==> config.mk <==
export PLATFORM = sky130hd
export DESIGN_NAME = microstore_sequencer_flat
export DESIGN_NICKNAME = d
export VERILOG_FILES = /design/src/rtl/microstore_sequencer_if.sv /design/src/rtl/microstore_sequencer.sv /design/src/flat_wrapper.sv
export SDC_FILE = /design/constraint.sdc
export NUM_CORES = 1
export LEC_CHECK = 0
export ABC_CLOCK_PERIOD_IN_PS = 3900
export CAP_MARGIN = 15
export CORE_ASPECT_RATIO = 1.2
export CORE_MARGIN = 3
export CORE_UTILIZATION = 40
export DETAILED_ROUTE_END_ITERATION = 8
export PLACE_DENSITY = 0.76
export SKIP_CTS_REPAIR_TIMING = 1
export SLEW_MARGIN = 20
export SYNTH_ARGS = -nofsm -noshare
export SYNTH_HDL_FRONTEND = slang
export SYNTH_SLANG_ARGS = --single-unit
==> constraint.sdc <==
create_clock -name clk -period 3.9 [get_ports clk]
set_input_delay 0.78 -clock clk [delete_from_list [all_inputs] [get_ports clk]]
set_output_delay 0.78 -clock clk [all_outputs]
set_load 0.05 [all_outputs]
==> src/rtl/microstore_sequencer_if.sv <==
`default_nettype none
// ============================================================================
//  Module   : microstore_sequencer_if
//  Purpose  : Bundles the microstore sequencing fields, the condition sources
//             and the sequencer's state/status outputs into one bus.
//  Revision : 1.0 - initial release
// ============================================================================
interface microstore_sequencer_if #(
    parameter int STATE_W = 7
);
    logic [2:0]         nextSel;
    logic [1:0]         condSel;
    logic               condInv;
    logic [STATE_W-1:0] crAddr;
    logic [STATE_W-1:0] encodedState;
    logic               moc;
    logic               branchCond;
    logic               aluZero;
    logic [STATE_W-1:0] currentState;
    logic               holding;
    logic               illegalState;
    logic               wdFault;

    // Control unit side: drives the microstore fields, observes the state
    modport master (
        output nextSel, condSel, condInv, crAddr, encodedState,
        output moc, branchCond, aluZero,
        input  currentState, holding, illegalState, wdFault
    );

    // Sequencer side
    modport slave (
        input  nextSel, condSel, condInv, crAddr, encodedState,
        input  moc, branchCond, aluZero,
        output currentState, holding, illegalState, wdFault
    );
endinterface
`default_nettype wire

==> src/rtl/microstore_sequencer.sv <==
`default_nettype none
// ============================================================================
//  Module   : microstore_sequencer
//  Purpose  : Next-state address generator for the microprogrammed control
//             unit. Holds the control state register and the incrementer
//             register, selects the branch condition and replaces any state
//             above MAX_STATE with state 0.
//  Option   : SEQ_WATCHDOG_EN - adds a hold-cycle watchdog that forces state 0
//             after WD_LIMIT consecutive holding cycles.
//  Revision : 1.0 - initial release
// ============================================================================
module microstore_sequencer #(
    parameter int STATE_W     = 7,
    parameter int FETCH_STATE = 1,
    parameter int MAX_STATE   = 40,
    parameter int WD_LIMIT    = 255
) (
    input  wire logic              clk,
    input  wire logic              reset,
    microstore_sequencer_if.slave  bus
);

    localparam logic [STATE_W-1:0] c_FETCH = STATE_W'(FETCH_STATE);
    localparam logic [STATE_W-1:0] c_ZERO  = '0;
    localparam logic [STATE_W-1:0] c_ONE   = STATE_W'(1);
    // One extra bit so MAX_STATE = 2^STATE_W-1 still compares correctly
    localparam logic [STATE_W:0]   c_MAX   = (STATE_W+1)'(MAX_STATE);

    // The hold counter is 8 bits wide and MAX_STATE must be a real state
    if (WD_LIMIT < 1 || WD_LIMIT > 255) begin : g_bad_wd_limit
        $error("microstore_sequencer: WD_LIMIT must be in 1..255");
    end
    if (MAX_STATE < 0 || MAX_STATE >= (1 << STATE_W)) begin : g_bad_max_state
        $error("microstore_sequencer: MAX_STATE must fit in STATE_W bits");
    end

    logic [STATE_W-1:0] r_state;
    logic [STATE_W-1:0] r_inc;
    logic               r_illegal;
    logic [STATE_W-1:0] w_next;
    logic [STATE_W-1:0] w_next_eff;
    logic               w_cond;
    logic               w_illegal;
    logic               w_holding;
    logic               w_wd_fire;

    // Condition mux with optional inversion
    always_comb begin
        w_cond = 1'b1;
        case (bus.condSel)
            2'b00:   w_cond = bus.moc;
            2'b01:   w_cond = bus.branchCond;
            2'b10:   w_cond = bus.aluZero;
            default: w_cond = 1'b1;
        endcase
        w_cond = w_cond ^ bus.condInv;
    end

    // Next-address selection from the nextSel field
    always_comb begin
        w_next = r_state;
        case (bus.nextSel)
            3'b000:  w_next = bus.encodedState;
            3'b001:  w_next = c_FETCH;
            3'b010:  w_next = bus.crAddr;
            3'b011:  w_next = r_inc;
            3'b100:  w_next = w_cond ? bus.crAddr : bus.encodedState;
            3'b101:  w_next = w_cond ? bus.crAddr : r_inc;
            3'b110:  w_next = w_cond ? r_inc      : bus.encodedState;
            default: w_next = w_cond ? r_inc      : r_state;
        endcase
    end

    // Illegal-state guard; holding reflects the state actually loaded
    assign w_illegal  = ({1'b0, w_next} > c_MAX);
    assign w_next_eff = w_illegal ? c_ZERO : w_next;
    assign w_holding  = (w_next_eff == r_state);

`ifdef SEQ_WATCHDOG_EN
    localparam logic [7:0] c_WD_LIMIT = 8'(WD_LIMIT);

    logic [7:0] r_hold_cnt;
    logic       r_wdfault;

    assign w_wd_fire = w_holding && ((r_hold_cnt + 8'd1) == c_WD_LIMIT);

    // Count consecutive holding cycles; clear on release or on expiry
    always_ff @(posedge clk) begin
        if (reset) begin
            r_hold_cnt <= 8'd0;
            r_wdfault  <= 1'b0;
        end else if (w_wd_fire) begin
            r_hold_cnt <= 8'd0;
            r_wdfault  <= 1'b1;
        end else begin
            r_hold_cnt <= w_holding ? (r_hold_cnt + 8'd1) : 8'd0;
            r_wdfault  <= 1'b0;
        end
    end

    assign bus.wdFault = r_wdfault;
`else
    assign w_wd_fire   = 1'b0;
    assign bus.wdFault = 1'b0;
`endif

    // State and incrementer registers: reset > watchdog > illegal > normal
    always_ff @(posedge clk) begin
        if (reset) begin
            r_state   <= c_ZERO;
            r_inc     <= c_ONE;
            r_illegal <= 1'b0;
        end else if (w_wd_fire) begin
            r_state   <= c_ZERO;
            r_inc     <= c_ONE;
            r_illegal <= 1'b0;
        end else begin
            r_state   <= w_next_eff;
            r_inc     <= w_next_eff + c_ONE;
            r_illegal <= w_illegal;
        end
    end

    assign bus.currentState = r_state;
    assign bus.holding      = w_holding;
    assign bus.illegalState = r_illegal;

endmodule
`default_nettype wire

==> src/flat_wrapper.sv <==
// flat-port wrapper written by rule: the top's interface ports become plain ports
module microstore_sequencer_flat 
#(
    parameter int STATE_W     = 7,
    parameter int FETCH_STATE = 1,
    parameter int MAX_STATE   = 40,
    parameter int WD_LIMIT    = 255
)
  (clk, reset, bus_nextSel, bus_condSel, bus_condInv, bus_crAddr, bus_encodedState, bus_moc, bus_branchCond, bus_aluZero, bus_currentState, bus_holding, bus_illegalState, bus_wdFault);
  microstore_sequencer_if #(.STATE_W(STATE_W)) bus_i ();
  input  wire logic clk;
  input  wire logic reset;
  input wire logic [$bits(bus_i.nextSel)-1:0] bus_nextSel;
  input wire logic [$bits(bus_i.condSel)-1:0] bus_condSel;
  input wire logic [$bits(bus_i.condInv)-1:0] bus_condInv;
  input wire logic [$bits(bus_i.crAddr)-1:0] bus_crAddr;
  input wire logic [$bits(bus_i.encodedState)-1:0] bus_encodedState;
  input wire logic [$bits(bus_i.moc)-1:0] bus_moc;
  input wire logic [$bits(bus_i.branchCond)-1:0] bus_branchCond;
  input wire logic [$bits(bus_i.aluZero)-1:0] bus_aluZero;
  output wire logic [$bits(bus_i.currentState)-1:0] bus_currentState;
  output wire logic [$bits(bus_i.holding)-1:0] bus_holding;
  output wire logic [$bits(bus_i.illegalState)-1:0] bus_illegalState;
  output wire logic [$bits(bus_i.wdFault)-1:0] bus_wdFault;
  assign bus_i.nextSel = bus_nextSel;
  assign bus_i.condSel = bus_condSel;
  assign bus_i.condInv = bus_condInv;
  assign bus_i.crAddr = bus_crAddr;
  assign bus_i.encodedState = bus_encodedState;
  assign bus_i.moc = bus_moc;
  assign bus_i.branchCond = bus_branchCond;
  assign bus_i.aluZero = bus_aluZero;
  assign bus_currentState = bus_i.currentState;
  assign bus_holding = bus_i.holding;
  assign bus_illegalState = bus_i.illegalState;
  assign bus_wdFault = bus_i.wdFault;
  microstore_sequencer #(.STATE_W(STATE_W), .FETCH_STATE(FETCH_STATE), .MAX_STATE(MAX_STATE), .WD_LIMIT(WD_LIMIT)) u_core (.clk(clk), .reset(reset), .bus(bus_i));
endmodule
==> results of run 1 <==
-- final cells by class --
type / count / area share (%)
Multi-Input combinational cell: 132 / 49.3
Timing Repair Buffer: 70 / 31.3
Sequential cell: 15 / 14.5
Tap cell: 36 / 2.17
Inverter: 8 / 1.45
Clock buffer: 4 / 1.27
-- synth_stat cells, types with 2 or more instances --
cell	number
a211o_1	2
a211oi_1	2
a211oi_2	2
a21oi_1	6
a21oi_2	2
a22oi_1	4
a31oi_1	3
and3_1	2
buf_2	2
clkbuf_1	5
dfxtp_1	15
inv_1	7
mux2_2	4
mux2i_1	13
nand2_1	12
nand2b_1	3
nand3_1	5
nor2_1	19
nor2b_1	2
nor3_1	3
nor3b_1	3
o211ai_1	2
o21ai_0	5
xnor2_1	2
xor2_1	6
-- kinds of logic after synthesis --
family,after synthesis,synth area share (%)
other cells,1,0.279
simple gates,57,21.5
flops,15,22.4
buf+inv,17,5.78
xor+xnor,8,5.22
fa+ha+maj,2,1.68
mux,18,14.7
compound gates,44,28.4
-- worst min path at each step --
| stage | start | to | depth (start not counted) |
|---|---|---|---|
| detailed placement | u_core.r_inc[5] | u_core.bus.currentState[5] | 5 |
| floorplan | u_core.r_inc[5] | u_core.bus.currentState[5] | 4 |
| finish | u_core.r_inc[4] | u_core.bus.currentState[4] | 5 |
| global route | u_core.r_inc[4] | u_core.bus.currentState[4] | 5 |
| global placement | u_core.r_inc[4] | u_core.bus.currentState[4] | 5 |
| CTS | u_core.r_inc[4] | u_core.bus.currentState[4] | 5 |
-- layer usage --
| layer | global-route usage, % | part of all wire [%] |
|---|---|---|
| met2 | 33.9 | 52 |
| met4 | 7.56 | 1.1 |
| met5 | 0 | 0 |
| met1 | 22.8 | 41 |
| met3 | 1.86 | 5.5 |
-- flip-flops by register name (all words and copies together), names as in the netlist --
| register | cells |
|---|---|
| u_core.bus.currentState | 7 |
| u_core.r_inc | 7 |
| u_core.bus.illegalState | 1 |
-- power groups by stage --
stage / clock network (mW) / registers [mW] / logic (mW)
2_1_floorplan: 0 / 0.203 / 0.164
3_3_place_gp: 0 / 0.184 / 0.297
3_5_place_dp: 0 / 0.184 / 0.305
4_1_cts: 0.0904 / 0.181 / 0.307
5_1_grt: 0.0943 / 0.183 / 0.348
6_report: 0.0919 / 0.181 / 0.326
-- worst reg2reg max path: cells and delay by family (launching register included) --
family	cells	cell delay [ns]
compound gates	3	0.77
fa+ha+maj	1	0.20
xor+xnor	1	0.18
buf+inv	2	0.21
flops	1	0.37
simple gates	5	0.78
-- layout by cell type (no fill, tap or decap), types with 3 or more instances in the layout --
master	synthesis	final
buf_4	1	34
clkdlybuf4s50_1	0	25
nor2_1	19	19
dfxtp_1	15	15
nand2_1	12	12
mux2i_1	13	11
inv_1	7	7
a21oi_1	6	6
xor2_1	6	6
nand3_1	5	5
dlymetal6s2s_1	0	5
mux2_2	4	4
o21ai_0	5	4
nor3b_1	3	3
a22oi_1	4	3
a31oi_1	3	3
nor3_1	3	3
conb_1	1	3
clkbuf_4	0	3
-- through the flow --
step	TNS (ns)	setup slack [ns]
6_report	-0.222	-0.222
5_1_grt	-0.322	-0.322
4_1_cts	-0.619	-0.619
3_5_place_dp	-0.887	-0.601
3_3_place_gp	-0.713	-0.523
2_1_floorplan	-0.120	-0.120
==> summary.txt, run 1 <==
Status - complete, but fails checks
Failing checks - setup timing
Fillers - 247
Crit path kind - input pin to output port
Layout Cells excl Fill - 265
Leak pwr - 0.893 nW
Period utilization - 106%
Worst slew margin - 58.5%
PortBufs - 33
Reg clk slew, reported paths - 0.09 ns
DRC - 0
Core Footprint - 3140 sq um
WP data required - 3.12 ns
Detailed-router iteration count before antenna repair - 4
Dpl cells - 256
Min setup slack post-route - -0.222 ns
Die area - 4090 sq um
Cell internal pwr - 0.367 mW
WL final - 4.09 mm
Num CTS Buffers - 3
Yosys top cell area share - 22.4%
Number of diodes - 0
CTS Sinks - 15
Gr usage total - 19.1%
Final Hold Viols - 0
Nets - 256
Post-Layout Inst Area - 2080 sq um
Switching fraction of total power - 38.7%
CP Depth - 12
Grt total ovfl - 0
Synthesized instance count - 162
CP Capture Type - output port
CP max stage delay - 0.37 ns
Combinational Power Share - 54.4%
Share of layout cells above drive strength 1 - 29.7%
Longest Clk Path Bufs - 2
Layout area overhead - 54.7%
Die Y - 69.5 um
Reg power frac - 30.2%
Pin count of the biggest net entering global routing - 18
Most frequent CP cell - buf_4
Vias per inst - 5.64
Chip Width - 58.9 um
Min-Delay Path Class - flop to flop
Post-synth top area cell - dfxtp_1
Initial Utilization - 42.8%
Final min period - 4.12 ns
I/O pins - 35
Critical Path Start - bus_condSel[0]
Top cells by area, synth - dfxtp_1 (22%), mux2i_1 (9.7%), nor2_1 (5.3%)
EDFF count, synth - 0
Total net switching power - 0.232 mW
Flop2flop setup slack - 1.30 ns
R2r startpoint - u_core.bus.currentState[3]
Sequential element share of the synthesized area - 22.4%
Total Power - 0.599 mW
Mapped cell area - 1340 sq um
Worst Reg-to-Reg Cells - 12
Worst hold slack - 0.871 ns
Asr flop ratio synth - 0%
Critical path destination - bus_holding
Routed length per placed instance - 15.4 um
CP Max Fanout - 7
1st-iter DRT viols - 88
Worst-Skew Late Latency - 0.29 ns
CTS tree - yes
Max cap viols - 0
Initial antenna violation count - 0
Top FF cell, synth - dfxtp_1
Worst-path cell chain - buf_8, mux2i_4, a211o_1, and2_4, buf_4, a311oi_1, mux4_2, buf_4, a211oi_1, o32a_1, a211oi_4, buf_12
Via Count - 1494
Clock root buffer master - clkbuf_4
Routability Congestion - 0.872
Crit-path leading delay family - compound AO/OA/AOI/OAI gates
Syn_area_per_cell - 8.29 sq um
First-pass GRT wire length - 6.39 mm
Buf/Inv on CP - 4
Synth Warn # - 0
RSZ-0062 raised after global routing - yes
Layout Utilization - 66.2%
H-tree lvl count - 1
PD cells - 288 nW/um^2
Slew at the pin with the worst max-slew slack - 0.616 ns
Final Max Tran Viols - 0
Max Clock Freq - 243 MHz
Clock skew - 0.00270 ns
Critical Path Start Type - input pin
Slowest CP cell - a211o_1
Hpwl dp - 2.97 mm
Final setup vio count - 1
Sequential Area - 300 sq um
Multi-input combinational cell area - 1020 sq um
Reg2Reg Capture Point - u_core.r_inc[4]
Distinct cells, synth - 56
Antenna-violating nets left - 0
Clock power share - 15.4%
Critical Path AT - 3.34 ns
Cell area after placement - 1970 sq um
Vias in the first global route - 1474
#FFs+latches synth - 15
Max VDD drop - 253 uV
Row count - 22
Power figures use the tool's default switching activity.
==> run 2: changes to the inputs <==
SETUP_SLACK_MARGIN = 0.02   (was default)
TNS_END_PERCENT = 1   (was default)
==> results of run 2 <==
The final DEF is identical to that of run 1; final timing and power are the same.
==> run 3: changes to the inputs <==
CORE_MARGIN = 4   (was 3)
==> run 3 against run 2 <==
Net effect:
- the run still ends with setup timing left
- clock skew shrank 0.0011 ns
- flip-flop and latch count unchanged
- largest power group unchanged
- combinational power up 1%
- total power is 0.18% higher
- sequential share of layout area down 0.12 points
- worst setup slack lost 0.036 ns
- register-to-register slack better by 0.02 ns
- critical path depth up 1
- core utilization up 0.56 points
- sequential power hardly changed
- global-route usage fell by 0.58 points
- worst hold slack gained 0.033 ns
==> summary.txt, run 3 (synthesis results as in run 1) <==
Min-Delay Path Class - flop to flop
Final Max Tran Viols - 0
Worst hold slack - 0.904 ns
Initial antenna violation count - 0
Share of layout cells above drive strength 1 - 30.6%
Most frequent cells in the layout - buf_4 (36), clkdlybuf4s50_1 (25), nor2_1 (19)
Chip Width - 60.9 um
Worst slew margin - 58.9%
Hpwl dp - 3.14 mm
Max VDD drop - 244 uV
Pin count of the biggest net entering global routing - 18
Final setup vio count - 1
Commonest non-fill, non-tap cell in the layout - buf_4
Status - complete, but fails checks
Detailed-router iteration count before antenna repair - 4
1st-iter DRT viols - 91
Failing checks - setup timing
Vias in the first global route - 1472
H-tree lvl count - 1
Reg power frac - 30.3%
Grt total ovfl - 0
Crit path kind - input pin to output port
Num CTS Buffers - 3
Clock power share - 14.7%
Crit-path leading delay family - compound AO/OA/AOI/OAI gates
Clock skew - 0.00163 ns
Max Clock Freq - 240 MHz
Max cap viols - 0
I/O pins - 35
CP max stage delay - 0.44 ns
Final Hold Viols - 0
Slew at the pin with the worst max-slew slack - 0.610 ns
Vias per inst - 5.72
Initial Utilization - 42.8%
Gr usage total - 18.6%
WP data required - 3.12 ns
Sequential Area - 300 sq um
Reg clk slew, reported paths - 0.08 ns
Total net switching power - 0.231 mW
Die Y - 71.5 um
Critical Path AT - 3.38 ns
Critical Path Start Type - input pin
Core Footprint - 3140 sq um
Row count - 22
Clock root buffer master - clkbuf_4
Most frequent CP cell - mux2i_4
Multi-input combinational cell area - 1060 sq um
Switching fraction of total power - 38.5%
Leak pwr - 0.893 nW
CTS tree - yes
WL final - 4.05 mm
Cell internal pwr - 0.369 mW
RSZ-0062 raised after global routing - yes
Layout area overhead - 56.0%
Via Count - 1516
Fillers - 281
Post-place setup slack - -0.672 ns
Buf/Inv on CP - 4
Min setup slack post-route - -0.258 ns
Number of diodes - 0
CP Max Fanout - 6
Combinational Power Share - 55.0%
Worst-path cell chain - buf_8, mux2i_4, a211o_4, and2_4, buf_6, mux2i_4, o41ai_4, buf_4, xor2_1, nand2_1, a21o_1, a211oi_4, buf_12
DRC - 0
Worst-Skew Late Latency - 0.28 ns
Antenna-violating nets left - 0
Routability Congestion - 0.878
Die area - 4350 sq um
Final min period - 4.16 ns
Routed length per placed instance - 15.3 um
Slowest CP cell - o41ai_4
First-pass GRT wire length - 6.43 mm
CP Capture Type - output port
Nets - 256
PortBufs - 33
PD cells - 286 nW/um^2
Period utilization - 107%
CTS Sinks - 15
Longest Clk Path Bufs - 2
[run 3: tightest hold or removal path, cell delays in order (launching register included)]
cell      delay, ns
dfxtp_1        0.34
nand3_1        0.08
o211ai_1       0.10
o21ai_2        0.14
buf_4          0.16
nor2_1         0.04
[run 3: final timing paths]
kind | slack (ns) | cells past startpoint | start | to
min reg2reg | 0.90 | 5 | u_core.r_inc[4] | u_core.bus.currentState[4]
max | -0.26 | 13 | bus_condSel[0] | bus_holding
max reg2reg | 1.32 | 12 | u_core.bus.currentState[3] | u_core.r_inc[4]
min | 0.90 | 5 | u_core.r_inc[4] | u_core.bus.currentState[4]
[run 3: cell type report]
class / instances / area share (%)
Clock buffer: 4 / 1.25
Timing Repair Buffer: 70 / 30.3
Multi-Input combinational cell: 132 / 50.5
Inverter: 8 / 1.43
Tap cell: 36 / 2.15
Sequential cell: 15 / 14.3
[run 3: per-stage QoR]
step                std cells  util [%]  TNS [ns]  power, mW  cell area, sq um
CTS                       261      63.4    -0.712      0.579              1990
finish                    265      66.7    -0.258      0.600              2090
floorplan                 164         -    -0.120      0.367              1380
global placement          257      62.6    -0.819      0.483              1960
detailed placement        257      62.6     -1.01      0.490              1960
global route              265      66.7    -0.339      0.634              2090
[run 3: power by group through the flow]
stage / Clock [mW] / Sequential [mW] / Combinational (mW)
4_1_cts: 0.0906 / 0.182 / 0.307
3_3_place_gp: 0 / 0.185 / 0.298
5_1_grt: 0.0964 / 0.184 / 0.354
3_5_place_dp: 0 / 0.185 / 0.305
2_1_floorplan: 0 / 0.203 / 0.164
6_report: 0.0881 / 0.182 / 0.330
[run 3: per-layer routing]
layer  track usage, %  wire length (um)
met1             22.3              1660
met2             33.5              2140
met3             1.62               152
met4             6.02               104
met5                0                 0
